==> src/rtl/ev20_pkg.sv <==
// Shared sizing constants and the resolved command kind for the PC/return-stack sequencer.
package ev20_pkg;

  localparam int PC_W        = 11;
  localparam int STACK_DEPTH = 8;
  localparam int SP_W        = 3;

  localparam logic [PC_W-1:0] RESET_VECTOR = 11'h000;

  typedef enum logic [1:0] {
    CMD_INC  = 2'd0,
    CMD_JMP  = 2'd1,
    CMD_CALL = 2'd2,
    CMD_RET  = 2'd3
  } cmd_kind_e;

endpackage

==> src/rtl/pc_sbr_sequencer_depth_counter.sv <==
// Saturating up/down occupancy counter for the return stack; inc+dec together is a no-op.
module sbr_depth_counter #(
  parameter int W     = 4,
  parameter int MAX_V = 8
) (
  input  logic         i_clk,
  input  logic         i_srst,
  input  logic         i_inc,
  input  logic         i_dec,
  output logic [W-1:0] o_count,
  output logic         o_full,
  output logic         o_empty
);

  localparam logic [W-1:0] MAX_CNT = W'(MAX_V);

  logic [W-1:0] r_count;

  always_ff @(posedge i_clk) begin
    if (i_srst) begin
      r_count <= '0;
    end else if (i_inc && !i_dec && (r_count != MAX_CNT)) begin
      r_count <= r_count + 1'b1;
    end else if (i_dec && !i_inc && (r_count != '0)) begin
      r_count <= r_count - 1'b1;
    end
  end

  assign o_count = r_count;
  assign o_full  = (r_count == MAX_CNT);
  assign o_empty = (r_count == '0);

endmodule

==> src/rtl/pc_sbr_sequencer.sv <==
// Program counter with an 8-entry hardware return stack feeding the ALU stage.
module pc_sbr_sequencer
  import ev20_pkg::*;
(
  input  logic            i_clock,
  input  logic            i_reset,
  input  logic            i_enable,
  input  logic            i_jump,
  input  logic            i_call,
  input  logic            i_ret,
  input  logic [PC_W-1:0] i_target,
  output logic [PC_W-1:0] o_pc_out,
  output logic [15:0]     o_sbr_pc_out,
  output logic            o_sbr_valid,
  output logic [SP_W:0]   o_depth,
  output logic            o_stack_full,
  output logic            o_stack_empty,
  output logic            o_overflow_err,
  output logic            o_underflow_err
);

  logic [PC_W-1:0] r_pc;
  logic [SP_W-1:0] r_sp;
  logic [PC_W-1:0] r_stack [STACK_DEPTH];
  logic            r_sbr_valid;
  logic            r_overflow_err;
  logic            r_underflow_err;

  cmd_kind_e       w_cmd;
  logic [PC_W-1:0] w_pc_inc;
  logic [PC_W-1:0] w_pc_next;
  logic [SP_W-1:0] w_sp_top;
  logic            w_full;
  logic            w_empty;
  logic            w_push;
  logic            w_pop;
  logic            w_call_full;
  logic            w_ret_empty;

  always_comb begin
    w_cmd = CMD_INC;
    if (i_ret)       w_cmd = CMD_RET;
    else if (i_call) w_cmd = CMD_CALL;
    else if (i_jump) w_cmd = CMD_JMP;
  end

  assign w_pc_inc    = r_pc + 1'b1;
  assign w_sp_top    = r_sp - 1'b1;
  assign w_push      = i_enable && (w_cmd == CMD_CALL) && !w_full;
  assign w_pop       = i_enable && (w_cmd == CMD_RET) && !w_empty;
  assign w_call_full = i_enable && (w_cmd == CMD_CALL) && w_full;
  assign w_ret_empty = i_enable && (w_cmd == CMD_RET) && w_empty;

  // Rejected call/return falls through to a plain increment.
  always_comb begin
    w_pc_next = r_pc;
    if (i_enable) begin
      unique case (w_cmd)
        CMD_JMP:  w_pc_next = i_target;
        CMD_CALL: w_pc_next = w_push ? i_target : w_pc_inc;
        CMD_RET:  w_pc_next = w_pop ? r_stack[w_sp_top] : w_pc_inc;
        default:  w_pc_next = w_pc_inc;
      endcase
    end
  end

  always_ff @(posedge i_clock) begin
    if (i_reset) begin
      r_pc            <= RESET_VECTOR;
      r_sp            <= '0;
      r_sbr_valid     <= 1'b0;
      r_overflow_err  <= 1'b0;
      r_underflow_err <= 1'b0;
    end else begin
      r_pc        <= w_pc_next;
      r_sbr_valid <= w_push || w_pop;
      if (w_push)      r_sp <= r_sp + 1'b1;
      else if (w_pop)  r_sp <= w_sp_top;
      if (w_call_full) r_overflow_err  <= 1'b1;
      if (w_ret_empty) r_underflow_err <= 1'b1;
    end
  end

  // Stack storage is deliberately left uninitialised by reset.
  always_ff @(posedge i_clock) begin
    if (w_push && !i_reset) begin
      r_stack[r_sp] <= w_pc_inc;
    end
  end

  sbr_depth_counter #(
    .W     (SP_W + 1),
    .MAX_V (STACK_DEPTH)
  ) u_depth (
    .i_clk   (i_clock),
    .i_srst  (i_reset),
    .i_inc   (w_push),
    .i_dec   (w_pop),
    .o_count (o_depth),
    .o_full  (w_full),
    .o_empty (w_empty)
  );

  assign o_pc_out        = r_pc;
  assign o_sbr_pc_out    = {{(16 - PC_W){1'b0}}, r_pc};
  assign o_sbr_valid     = r_sbr_valid;
  assign o_stack_full    = w_full;
  assign o_stack_empty   = w_empty;
  assign o_overflow_err  = r_overflow_err;
  assign o_underflow_err = r_underflow_err;

endmodule

==> config.mk <==
export PLATFORM = sky130hd
export DESIGN_NAME = pc_sbr_sequencer
export DESIGN_NICKNAME = d
export VERILOG_FILES = /design/src/rtl/ev20_pkg.sv /design/src/rtl/pc_sbr_sequencer_depth_counter.sv /design/src/rtl/pc_sbr_sequencer.sv
export SDC_FILE = /design/constraint.sdc
export NUM_CORES = 1
export LEC_CHECK = 0
export ABC_AREA = 1
export BUFFER_PORTS_ARGS = -buffer_cell sky130_fd_sc_hd__buf_2
export CORE_ASPECT_RATIO = 1.4
export CORE_UTILIZATION = 54
export DETAILED_ROUTE_END_ITERATION = 8
export HOLD_SLACK_MARGIN = 0.08
export PLACE_DENSITY = 0.74
export RECOVER_POWER = 25
export SYNTH_ARGS = -nofsm -noshare
export SYNTH_HDL_FRONTEND = slang
export SYNTH_SLANG_ARGS = --single-unit
==> constraint.sdc <==
create_clock -name i_clock -period 2.25 [get_ports i_clock]
set_input_delay 0.3375 -clock i_clock [delete_from_list [all_inputs] [get_ports i_clock]]
set_output_delay 0.3375 -clock i_clock [all_outputs]
set_load 0.01 [all_outputs]
==> flow_summary.rst, run 1 <==
.. list-table::
   :header-rows: 1

   * - Metric
     - Value
   * - Initial Util
     - 55.3%
   * - Synth Area per Inst
     - 9.48 um^2
   * - Worst-case clock buffer depth
     - 2
   * - Insertion delay of the later-clocked pin in the worst-skew pair
     - 0.35 ns
   * - Required @ worst endpoint
     - 2.49 ns
   * - Share of synthesized area spent on multiplexers
     - 0%
   * - Via count of the first global-routing pass
     - 3601
   * - Startpoint class of the critical path
     - register
   * - Core Box Area
     - 0.00941 mm^2
   * - Final hold slack
     - 0.280 ns
   * - Clk_skew
     - 0.00481 ns
   * - Highest achievable clock rate
     - 507 MHz
   * - Vert. Die Dim
     - 118 um
   * - Count of hold-fix buffers inserted at cts
     - 0
   * - Period utilization
     - 87.7%
   * - Routability congestion estimate
     - 0.851
   * - Synth Register Bits
     - 109
   * - Post-CTS setup buffer count
     - 0
   * - Routed via count
     - 3888
   * - Clock slew seen by the registers of the worst setup and hold paths
     - 0.07 ns
   * - Nature of the critical path endpoint
     - register
   * - Library cells used by synthesis
     - 37
   * - Largest incremental delay on the critical path
     - 0.51 ns
   * - Gate count after technology mapping
     - 549
   * - Outcome
     - complete, no violations
   * - Area share of fa/ha/maj cells after synthesis
     - 1.59%
   * - Overflow after GRT
     - 0
   * - Hold Vio Cnt, Final
     - 0
   * - Worst hold path class
     - primary input to register
   * - Actual transition at the worst max-transition pin
     - 0.641 ns
   * - Combinational family with the most area after synthesis
     - simple AND/OR/NAND/NOR gates
   * - Cells resized by post-CTS repair
     - 0
   * - Total non-filler cell area in the finished layout
     - 0.00575 mm^2
   * - WP data arrival
     - 2.21 ns
   * - TritonCTS clock tree
     - built
   * - Total Power
     - 5660 uW
   * - Antenna Nets Post-Route
     - 0
   * - Number of diodes added for antenna fixing
     - 0
   * - CTS Sinks
     - 109
   * - Synth Area in Simple Gates
     - 25.1%
   * - Io pins
     - 53
   * - Post-layout nets
     - 616
   * - Via-per-instance ratio
     - 5.49
   * - Crit-path cells
     - inv_1 -> ha_1 -> xnor2_4 -> nand2_1 -> nand3_1 -> nand3_1 -> nor2_1 -> nor2_1
   * - Max-Cap Viols
     - 0
   * - Antenna violations before repair
     - 0
   * - PD cells
     - 984 mW/mm^2
   * - Half-perimeter wire length after placement
     - 7.57 mm
   * - Total number of placement rows
     - 42
   * - Clock period minus final worst setup slack
     - 1.97 ns
   * - Violation count after the first detailed-routing iteration
     - 336
   * - Leak pwr
     - 0.00235 uW
   * - Crit Path Category
     - register to register
   * - Area of placed instances
     - 0.00549 mm^2
   * - Synthesis warning total
     - 0
   * - Pin count of the biggest net entering global routing
     - 49
   * - Worst relative slew slack
     - 57.1%
   * - Largest fanout of any net on the critical path
     - 17
   * - Ratio of cells with drive above 1 in the final layout
     - 11.5%
   * - Xor and xnor area share after synthesis
     - 1.83%
   * - Seq/Total Area, Yosys
     - 58.8%
   * - Wire length per cell
     - 15.9 um
   * - Complex-gate fraction of the synthesized area
     - 5.38%
   * - Setup TNS
     - 0 ns
   * - Input/output buffers
     - 47
   * - Wire length of the first global-routing pass
     - 17.8 mm
   * - Slowest library cell on the worst path
     - sky130_fd_sc_hd__xnor2_4
   * - Number of buffers inserted during clock tree synthesis
     - 9
   * - Worst ir drop on vdd
     - 0.511 mV
   * - Number of H-tree levels
     - 3
   * - Final setup vio count
     - 0
   * - Horizontal extent of the die
     - 85.0 um
   * - Max Slew Vio Count
     - 0
   * - Post-synth design cell area
     - 0.00521 mm^2
   * - RSZ-0062 raised after global routing
     - no
   * - Total wire length after detailed routing
     - 11.3 mm
   * - Total DRC errors in the routed layout
     - 0
   * - Area growth syn-to-layout
     - 10.4%
   * - Iteration count of the initial detailed-routing pass
     - 5
   * - Overall fraction of global-route tracks in use
     - 23.6%
   * - Root buffer cell
     - sky130_fd_sc_hd__clkbuf_16
   * - Area of the die
     - 0.0100 mm^2
[registers in the layout, indices dropped and copies added, names as in the netlist]
| name | cells |
|---|---|
| r_sp | 3 |
| o_overflow_err | 1 |
| u_depth.o_count | 4 |
| o_pc_out | 11 |
| o_underflow_err | 1 |
| r_stack | 88 |
| o_sbr_valid | 1 |
[synthesized netlist by cell type, drive strengths merged]
cell type | number | share of area [%]
nor2 | 64 | 5.0
dfxtp | 21 | 8.1
o21ai | 30 | 3.0
fa | 1 | 0.38
o211ai | 1 | 0.14
or2 | 2 | 0.24
xnor2 | 2 | 0.70
edfxtp | 88 | 51
clkbuf | 4 | 0.29
ha | 5 | 1.2
nor3 | 1 | 0.096
nand4 | 1 | 0.12
nand3b | 2 | 0.29
buf | 33 | 4.4
inv | 34 | 2.5
nand3 | 62 | 6.3
a21oi | 17 | 1.7
a21boi | 2 | 0.29
o21a | 1 | 0.14
xor2 | 5 | 1.1
conb | 1 | 0.072
a21o | 1 | 0.14
nand2 | 171 | 13
[worst max-delay path, delay by kind of cell, from the launching register on]
| family | cells | cell delay (ns) |
|---|---|---|
| XOR/XNOR | 1 | 0.51 |
| adder cells (fa/ha/maj) | 1 | 0.29 |
| buffers and inverters | 1 | 0.11 |
| flip-flops | 1 | 0.42 |
| AND/OR/NAND/NOR | 5 | 0.55 |
[through the flow]
stage | setup WS, ns | cells | utilization, %
2_1_floorplan | 0.345 | 553 | -
3_3_place_gp | 0.298 | 692 | 58.4
3_5_place_dp | 0.181 | 692 | 58.4
4_1_cts | 0.267 | 708 | 61.7
5_1_grt | 0.126 | 708 | 61.1
6_report | 0.276 | 708 | 61.1
[cell families (layout without fill, tap and decap cells)]
family | Yosys count | after routing
AO/OA/AOI/OAI | 52 | 52
XOR/XNOR | 7 | 7
adder cells (fa/ha/maj) | 6 | 6
buffers and inverters | 71 | 116
flip-flops | 109 | 109
other | 1 | 5
AND/OR/NAND/NOR | 303 | 303
[worst paths after layout]
path                                     start                      endpoint  slack (ns)  depth (start not counted)
hold reg to reg   o_underflow_err$_SDFFE_PP0P_  o_underflow_err$_SDFFE_PP0P_        0.48                          1
setup reg to reg          r_sp[1]$_SDFFE_PP0P_     o_pc_out[10]$_SDFFE_PP0P_        0.28                          8
hold / removal                         i_reset          r_sp[1]$_SDFFE_PP0P_        0.28                          2
setup / recovery          r_sp[1]$_SDFFE_PP0P_     o_pc_out[10]$_SDFFE_PP0P_        0.28                          8
[area by class of cell]
type / instances / area, um^2
Fill cell: 765 / 3660
Sequential cell: 109 / 3060
Multi-Input combinational cell: 373 / 1760
Timing Repair Buffer: 66 / 342
Clock buffer: 10 / 229
Tap cell: 110 / 138
Inverter: 34 / 128
Clock inverter: 6 / 85.1
[metal layers]
| metal | wire length (um) | track usage [%] | vias to the layer above |
|---|---|---|---|
| li1 | - | - | 1891 |
| met3 | 586 | 3.49 | 25 |
| met1 | 4540 | 29.7 | 1819 |
| met5 | 0 | 0 | - |
| met4 | 341 | 10.4 | 0 |
| met2 | 5810 | 40.2 | 153 |
[where the power goes]
| group | internal, uW | switching [uW] |
|---|---|---|
| combinational | 520 | 1100 |
| sequential | 2290 | 96.2 |
| clock | 973 | 679 |
| total | 3780 | 1880 |
[cell usage in the layout (no fill, tap or decap), types with 18 or more instances in the layout]
cell type,n
sky130_fd_sc_hd__buf_2,18
sky130_fd_sc_hd__buf_4,19
sky130_fd_sc_hd__clkbuf_1,30
sky130_fd_sc_hd__dfxtp_1,21
sky130_fd_sc_hd__edfxtp_1,88
sky130_fd_sc_hd__inv_1,32
sky130_fd_sc_hd__nand2_1,165
sky130_fd_sc_hd__nand3_1,60
sky130_fd_sc_hd__nor2_1,62
sky130_fd_sc_hd__o21ai_0,23
Power figures use the tool's default switching activity.
==> run 2, diff against run 1 <==
CORE_UTILIZATION = 50   (was 54)
CTS_BUF_LIST = sky130_fd_sc_hd__clkbuf_8   (was default)
PLACE_DENSITY = 0.69   (was 0.74)
==> flow_summary.rst, run 2 (same netlist as run 1, synthesis figures left out) <==
.. list-table::
   :header-rows: 1

   * - Metric
     - Value
   * - Horizontal extent of the die
     - 88.2 um (+3.8%)
   * - Final setup vio count
     - 0 (unchanged)
   * - Area of the die
     - 0.0108 mm^2 (+7.8%)
   * - Number of fill cells
     - 893 (+17%)
   * - Worst relative slew slack
     - 64.1% (+7.0 points)
   * - Clock period minus final worst setup slack
     - 1.91 ns (-0.0667 ns)
   * - Overflow after GRT
     - 0 (unchanged)
   * - Antenna violations before repair
     - 0 (unchanged)
   * - Period utilization
     - 84.8% (-3.0 points)
   * - Antenna Nets Post-Route
     - 0 (unchanged)
   * - Total DRC errors in the routed layout
     - 0 (unchanged)
   * - TritonCTS clock tree
     - built
   * - Worst hold path class
     - primary input to register
   * - Setup TNS
     - 0 ns (unchanged)
   * - Crit Path Category
     - register to register
   * - Ratio of cells with drive above 1 in the final layout
     - 11.4% (-0.17 points)
   * - Number of H-tree levels
     - 3 (unchanged)
   * - Switching power summed over all nets
     - 1790 uW (-4.8%)
   * - Startpoint class of the critical path
     - register
   * - RSZ-0062 raised after global routing
     - no
   * - Io pins
     - 53 (unchanged)
   * - Core Box Area
     - 0.0100 mm^2 (+6.4%)
   * - Via-per-instance ratio
     - 5.15 (-6.3%)
   * - Count of hold-fix buffers inserted at cts
     - 0 (unchanged)
   * - WP data arrival
     - 2.17 ns (-0.04 ns)
   * - Sequential share of power
     - 46.3% (+4.2 points)
   * - CTS Sinks
     - 109 (unchanged)
   * - Overall fraction of global-route tracks in use
     - 22.2% (-1.5 points)
   * - Leak pwr
     - 0.00231 uW (-2.0%)
   * - Final instance count without filler cells
     - 733 (+3.5%)
   * - Post-layout nets
     - 616 (unchanged)
   * - Actual transition at the worst max-transition pin
     - 0.537 ns (-0.104 ns)
   * - Iteration count of the initial detailed-routing pass
     - 5 (unchanged)
   * - Wire length of the first global-routing pass
     - 17.8 mm (about the same)
   * - Cells resized by post-CTS repair
     - 0 (unchanged)
   * - Largest fanout of any net on the critical path
     - 11 (-6)
   * - Outcome
     - complete, no violations
   * - Placed instance count
     - 717 (+3.6%)
   * - Routed via count
     - 3772 (-3.0%)
   * - Number of buffers inserted during clock tree synthesis
     - 9 (unchanged)
   * - Max-Cap Viols
     - 0 (unchanged)
   * - Max Slew Vio Count
     - 0 (unchanged)
   * - Register with the most flip-flops
     - r_stack
   * - Via count of the first global-routing pass
     - 3578 (-0.64%)
   * - Worst slack, placed
     - 0.185 ns (+0.00412 ns)
   * - Proportion of power drawn by the clock network
     - 21.8% (-7.4 points)
   * - Insertion delay of the later-clocked pin in the worst-skew pair
     - 0.37 ns (+0.02 ns)
   * - Proportion of total power due to net switching
     - 34.7% (+1.5 points)
   * - Post-CTS setup buffer count
     - 0 (unchanged)
   * - Worst-case clock buffer depth
     - 2 (unchanged)
   * - Half-perimeter wire length after placement
     - 7.83 mm (+3.4%)
   * - Input/output buffers
     - 47 (unchanged)
   * - Root buffer cell
     - sky130_fd_sc_hd__clkbuf_8
   * - Internal power
     - 3360 uW (-11%)
   * - Wire length per cell
     - 14.9 um (-6.5%)
   * - Required @ worst endpoint
     - 2.51 ns (+0.02 ns)
   * - Highest-count cells in the layout ignoring fill and taps
     - sky130_fd_sc_hd__nand2_1, sky130_fd_sc_hd__edfxtp_1, sky130_fd_sc_hd__nor2_1
   * - Vert. Die Dim
     - 123 um (+3.9%)
   * - Worst ir drop on vdd
     - 0.441 mV (-14%)
   * - Clk_skew
     - 0.00948 ns (+0.00467 ns)
   * - Highest achievable clock rate
     - 524 MHz (+3.5%)
   * - Number of diodes added for antenna fixing
     - 0 (unchanged)
   * - Combinational fraction of design power
     - 31.9% (+3.2 points)
   * - Hold Vio Cnt, Final
     - 0 (unchanged)
   * - Initial Util
     - 52.0% (-3.3 points)
   * - Routability congestion estimate
     - 0.854 (+0.35%)
   * - Clock slew seen by the registers of the worst setup and hold paths
     - 0.09 ns (+0.02 ns)
   * - Most common cell after layout, fill and taps aside
     - sky130_fd_sc_hd__nand2_1
   * - Violation count after the first detailed-routing iteration
     - 274 (-18%)
   * - PD cells
     - 909 mW/mm^2 (-7.7%)
   * - Worst Slack Setup Final
     - 0.343 ns (+0.0667 ns)
   * - Largest register FFs
     - 88 (unchanged)
   * - Area growth syn-to-layout
     - 8.82%
   * - Nature of the critical path endpoint
     - register
   * - Total wire length after detailed routing
     - 10.9 mm (-3.2%)
   * - Pin count of the biggest net entering global routing
     - 49 (unchanged)
   * - Total number of placement rows
     - 43 (+2.4%)
==> run 2: cell count changes in the layout (fill, tap and decap cells not counted), sizes merged <==
cell	change
inv	+2
bufinv	-1
clkinvlp	-1
==> run 2: worst paths after layout <==
path	start	slack (ns)	to	cells after the start
worst max-delay path	u_depth.o_count[0]$_SDFFE_PP0P_	0.34	u_depth.o_count[3]$_SDFFE_PP0P_	11
worst min register to register	o_underflow_err$_SDFFE_PP0P_	0.47	o_underflow_err$_SDFFE_PP0P_	1
worst max register to register	u_depth.o_count[0]$_SDFFE_PP0P_	0.34	u_depth.o_count[3]$_SDFFE_PP0P_	11
worst min-delay path	i_reset	0.24	o_sbr_valid$_SDFF_PP0_	2
==> run 2: layer usage <==
layer | routed length, um | track usage [%]
met2 | 5530 | 36.7
met3 | 496 | 2.76
met4 | 321 | 11.1
met5 | 0 | 0
met1 | 4570 | 28.4
==> run 2: power groups by stage <==
| stage | registers (uW) | logic [uW] | clock network, uW |
|---|---|---|---|
| 6_report | 2380 | 1640 | 1130 |
| 5_1_grt | 2390 | 1850 | 1210 |
| 4_1_cts | 2380 | 1670 | 1140 |
| 3_5_place_dp | 2430 | 1670 | 0 |
| 3_3_place_gp | 2420 | 1640 | 0 |
| 2_1_floorplan | 2420 | 1210 | 0 |
==> run 2: stage by stage <==
stage / total power [uW] / hold WS [ns] / instance area (um^2) / util, %
floorplan: 3630 / 0.485 / 5220 / -
global placement: 4070 / 0.445 / 5520 / 55.2
detailed placement: 4090 / 0.449 / 5520 / 55.2
CTS: 5200 / 0.230 / 5710 / 57.1
global route: 5450 / 0.245 / 5670 / 56.6
finish: 5150 / 0.242 / 5670 / 56.6
==> run 2: critical path: stages, from the launching register on <==
cell	delay, ns
sky130_fd_sc_hd__dfxtp_1	0.40
sky130_fd_sc_hd__nor2_4	0.17
sky130_fd_sc_hd__nand3_4	0.13
sky130_fd_sc_hd__nand2_4	0.17
sky130_fd_sc_hd__ha_1	0.25
sky130_fd_sc_hd__a21o_1	0.18
sky130_fd_sc_hd__a21oi_1	0.15
sky130_fd_sc_hd__inv_1	0.07
sky130_fd_sc_hd__nand2_1	0.08
sky130_fd_sc_hd__nand3_1	0.08
sky130_fd_sc_hd__nand2_1	0.07
sky130_fd_sc_hd__nor2_1	0.05
==> run 2: final cells by class <==
| class | instances | area, um^2 | area share (%) |
|---|---|---|---|
| clock inverter | 6 | 48.8 | 0.861 |
| timing repair buffer | 66 | 342 | 6.03 |
| inverter | 34 | 128 | 2.25 |
| sequential | 109 | 3060 | 54.1 |
| clock buffer | 10 | 138 | 2.43 |
| multi-input combinational | 373 | 1780 | 31.4 |
| tap | 135 | 169 | 2.98 |
==> run 3, diff against run 2 <==
PLACE_DENSITY = 0.72   (was 0.69)
clock period = 1.5 ns   (was 2.25 ns; I/O delays follow)
==> flow_summary.rst, run 3 (same netlist as run 1, synthesis figures left out) <==
.. list-table::
   :header-rows: 1

   * - Metric
     - Value
   * - Via-per-instance ratio
     - 5.28 (+2.6%)
   * - Setup TNS
     - -7.64 ns (-7.64 ns)
   * - Worst slack, placed
     - -0.257 ns (-0.442 ns)
   * - Routability congestion estimate
     - 0.903 (+5.7%)
   * - Slowest library cell on the worst path
     - sky130_fd_sc_hd__dfxtp_4
   * - Buffering stage count on the worst path with inverters included
     - 4 (+3)
   * - Input/output buffers
     - 47 (unchanged)
   * - Leak pwr
     - 0.00288 uW (+25%)
   * - Worst relative slew slack
     - 66.6% (+2.5 points)
   * - Number of fill cells
     - 733 (-18%)
   * - Vert. Die Dim
     - 123 um (unchanged)
   * - Crit Path Category
     - register to output port
   * - Most common cell after layout, fill and taps aside
     - sky130_fd_sc_hd__nand2_1
   * - Largest fanout of any net on the critical path
     - 6 (-5)
   * - PD cells
     - 1420 mW/mm^2 (+56%)
   * - Horizontal extent of the die
     - 88.2 um (unchanged)
   * - Outcome
     - finished, violations left
   * - Post-layout nets
     - 678 (+10%)
   * - WP data arrival
     - 1.44 ns (-0.73 ns)
   * - Half-perimeter wire length after placement
     - 9.36 mm (+20%)
   * - TritonCTS clock tree
     - built
   * - Total DRC errors in the routed layout
     - 0 (unchanged)
   * - Antenna Nets Post-Route
     - 0 (unchanged)
   * - Area of placed instances
     - 0.00625 mm^2 (+13%)
   * - Overall fraction of global-route tracks in use
     - 26.4% (+4.2 points)
   * - Area growth syn-to-layout
     - 32.7%
   * - Io pins
     - 53 (unchanged)
   * - Required @ worst endpoint
     - 1.27 ns (-1.24 ns)
   * - Worst r2r path cells
     - 12 (+1)
   * - Worst ir drop on vdd
     - 0.999 mV (+130%)
   * - Overflow after GRT
     - 0 (unchanged)
   * - Pin count of the biggest net entering global routing
     - 46 (-6.1%)
   * - Final setup vio count
     - 154 (+154)
   * - Clk_skew
     - 0.0119 ns (+0.00241 ns)
   * - Start of the worst register-to-register path
     - u_depth.o_count[0]$_SDFFE_PP0P_
   * - Max Slew Vio Count
     - 0 (unchanged)
   * - Number of diodes added for antenna fixing
     - 0 (unchanged)
   * - Via count of the first global-routing pass
     - 4113 (+15%)
   * - Nature of the critical path endpoint
     - output port
   * - Highest achievable clock rate
     - 600 MHz
   * - Family of cells with the greatest summed delay on the critical path
     - buffers and inverters
   * - Worst setup path startpoint
     - u_depth.o_count[0]$_SDFFE_PP0P_
   * - Number of buffers inserted during clock tree synthesis
     - 9 (unchanged)
   * - Origin of the worst min-delay path
     - i_reset
   * - Total wire length after detailed routing
     - 13.4 mm (+23%)
   * - Root buffer cell
     - sky130_fd_sc_hd__clkbuf_8
   * - Ratio of cells with drive above 1 in the final layout
     - 38.8% (+27 points)
   * - Period utilization
     - 111%
   * - Core Box Area
     - 0.0100 mm^2 (unchanged)
   * - Total number of placement rows
     - 43 (unchanged)
   * - Actual transition at the worst max-transition pin
     - 0.500 ns (-0.0366 ns)
   * - CP Depth
     - 6 (-5)
   * - Routed via count
     - 4199 (+11%)
   * - Register with the most flip-flops
     - r_stack
   * - Largest incremental delay on the critical path
     - 0.36 ns (-0.04 ns)
   * - Violations in the final reports
     - negative setup slack
   * - Wire length of the first global-routing pass
     - 20.8 mm (+17%)
   * - Number of H-tree levels
     - 3 (unchanged)
   * - Endpoint of the most critical setup path
     - o_stack_full
   * - Total non-filler cell area in the finished layout
     - 0.00691 mm^2 (+22%)
   * - Area of the die
     - 0.0108 mm^2 (unchanged)
   * - Insertion delay of the later-clocked pin in the worst-skew pair
     - 0.38 ns (about the same)
   * - RSZ-0062 raised after global routing
     - yes
   * - Crit-path cells
     - nor2_4 -> nand3_4 -> buf_4 -> buf_6 -> inv_1 -> buf_2
   * - CTS Sinks
     - 109 (unchanged)
   * - Highest-count cells in the layout ignoring fill and taps
     - sky130_fd_sc_hd__nand2_1, sky130_fd_sc_hd__edfxtp_1, sky130_fd_sc_hd__buf_4
   * - Clock period minus final worst setup slack
     - 1.67 ns
   * - Violation count after the first detailed-routing iteration
     - 322 (+18%)
   * - Clock slew seen by the registers of the worst setup and hold paths
     - 0.09 ns (about the same)
   * - Largest register FFs
     - 88 (unchanged)
   * - Startpoint class of the critical path
     - register
   * - R2r endpoint
     - u_depth.o_count[3]$_SDFFE_PP0P_
   * - Worst-case clock buffer depth
     - 2 (unchanged)
   * - Iteration count of the initial detailed-routing pass
     - 5 (unchanged)
   * - Antenna violations before repair
     - 0 (unchanged)
   * - Worst hold path class
     - primary input to register
   * - Initial Util
     - 52.0% (unchanged)
   * - Worst Slack Setup Final
     - -0.167 ns (-0.510 ns)
   * - R2R Setup Slk
     - -0.16 ns (-0.50 ns)
   * - Hold Vio Cnt, Final
     - 0 (unchanged)
   * - Max-Cap Viols
     - 0 (unchanged)
   * - Wire length per cell
     - 16.9 um (+13%)
[run 3: cell types whose count changed in the layout (fill, tap and decap cells not counted), sizes merged]
cell | before | now
buf | 37 | 122
clkbuf | 39 | 16
bufinv | 1 | 0
inv | 37 | 38
[run 3: layer usage]
metal	track usage [%]	wire length, um	up-vias
li1	-	-	2009
met1	29.6	5090	1996
met2	47.9	7310	161
met3	4.24	591	33
met4	12.4	446	0
met5	0	0	-
[run 3: worst min-delay path by stage]
stage	endpoint	slack, ns	cells after the start
floorplan	o_pc_out[7]$_SDFFE_PP0P_	0.45	4
global placement	o_underflow_err$_SDFFE_PP0P_	0.45	1
detailed placement	o_underflow_err$_SDFFE_PP0P_	0.45	1
CTS	o_pc_out[10]$_SDFFE_PP0P_	0.17	5
global route	r_sp[1]$_SDFFE_PP0P_	0.20	3
finish	r_sp[1]$_SDFFE_PP0P_	0.19	3
[run 3: layout make-up]
class | count | area, um^2 | area share (%)
tap | 135 | 169 | 2.44
multi-input combinational | 373 | 2230 | 32.3
timing repair inverter | 1 | 8.76 | 0.127
timing repair buffer | 127 | 1100 | 15.9
clock inverter | 5 | 28.8 | 0.417
inverter | 34 | 140 | 2.03
sequential | 109 | 3080 | 44.5
clock buffer | 11 | 151 | 2.19
[run 3: timing repair]
action / 4_1_cts / 5_1_grt
resized for setup: 48 / 55
buffers inserted: 4 / 8
hold buffers: 0 / 0
gates cloned: 2 / 0
setup endpoints to repair: 120 / 158
pin swaps: 32 / 44
[run 3: worst min-delay path, cell delays in order]
cell                      delay (ns)
sky130_fd_sc_hd__buf_2          0.10
sky130_fd_sc_hd__buf_4          0.16
sky130_fd_sc_hd__a21oi_2        0.04
[run 3: power breakdown]
| group | total (uW) | switching [uW] | internal [uW] |
|---|---|---|---|
| combinational | 4630 | 2530 | 2090 |
| clock | 1620 | 939 | 684 |
| sequential | 3530 | 96.0 | 3440 |
| total | 9780 | 3570 | 6220 |
[run 3: metrics by stage]
stage	power (uW)	std cells	utilization (%)	hold slack, ns
floorplan	5780	553	-	0.450
global placement	6990	765	62.4	0.447
detailed placement	7070	765	62.4	0.454
CTS	9270	787	66.6	0.173
global route	10200	795	69.0	0.198
finish	9780	795	69.0	0.187
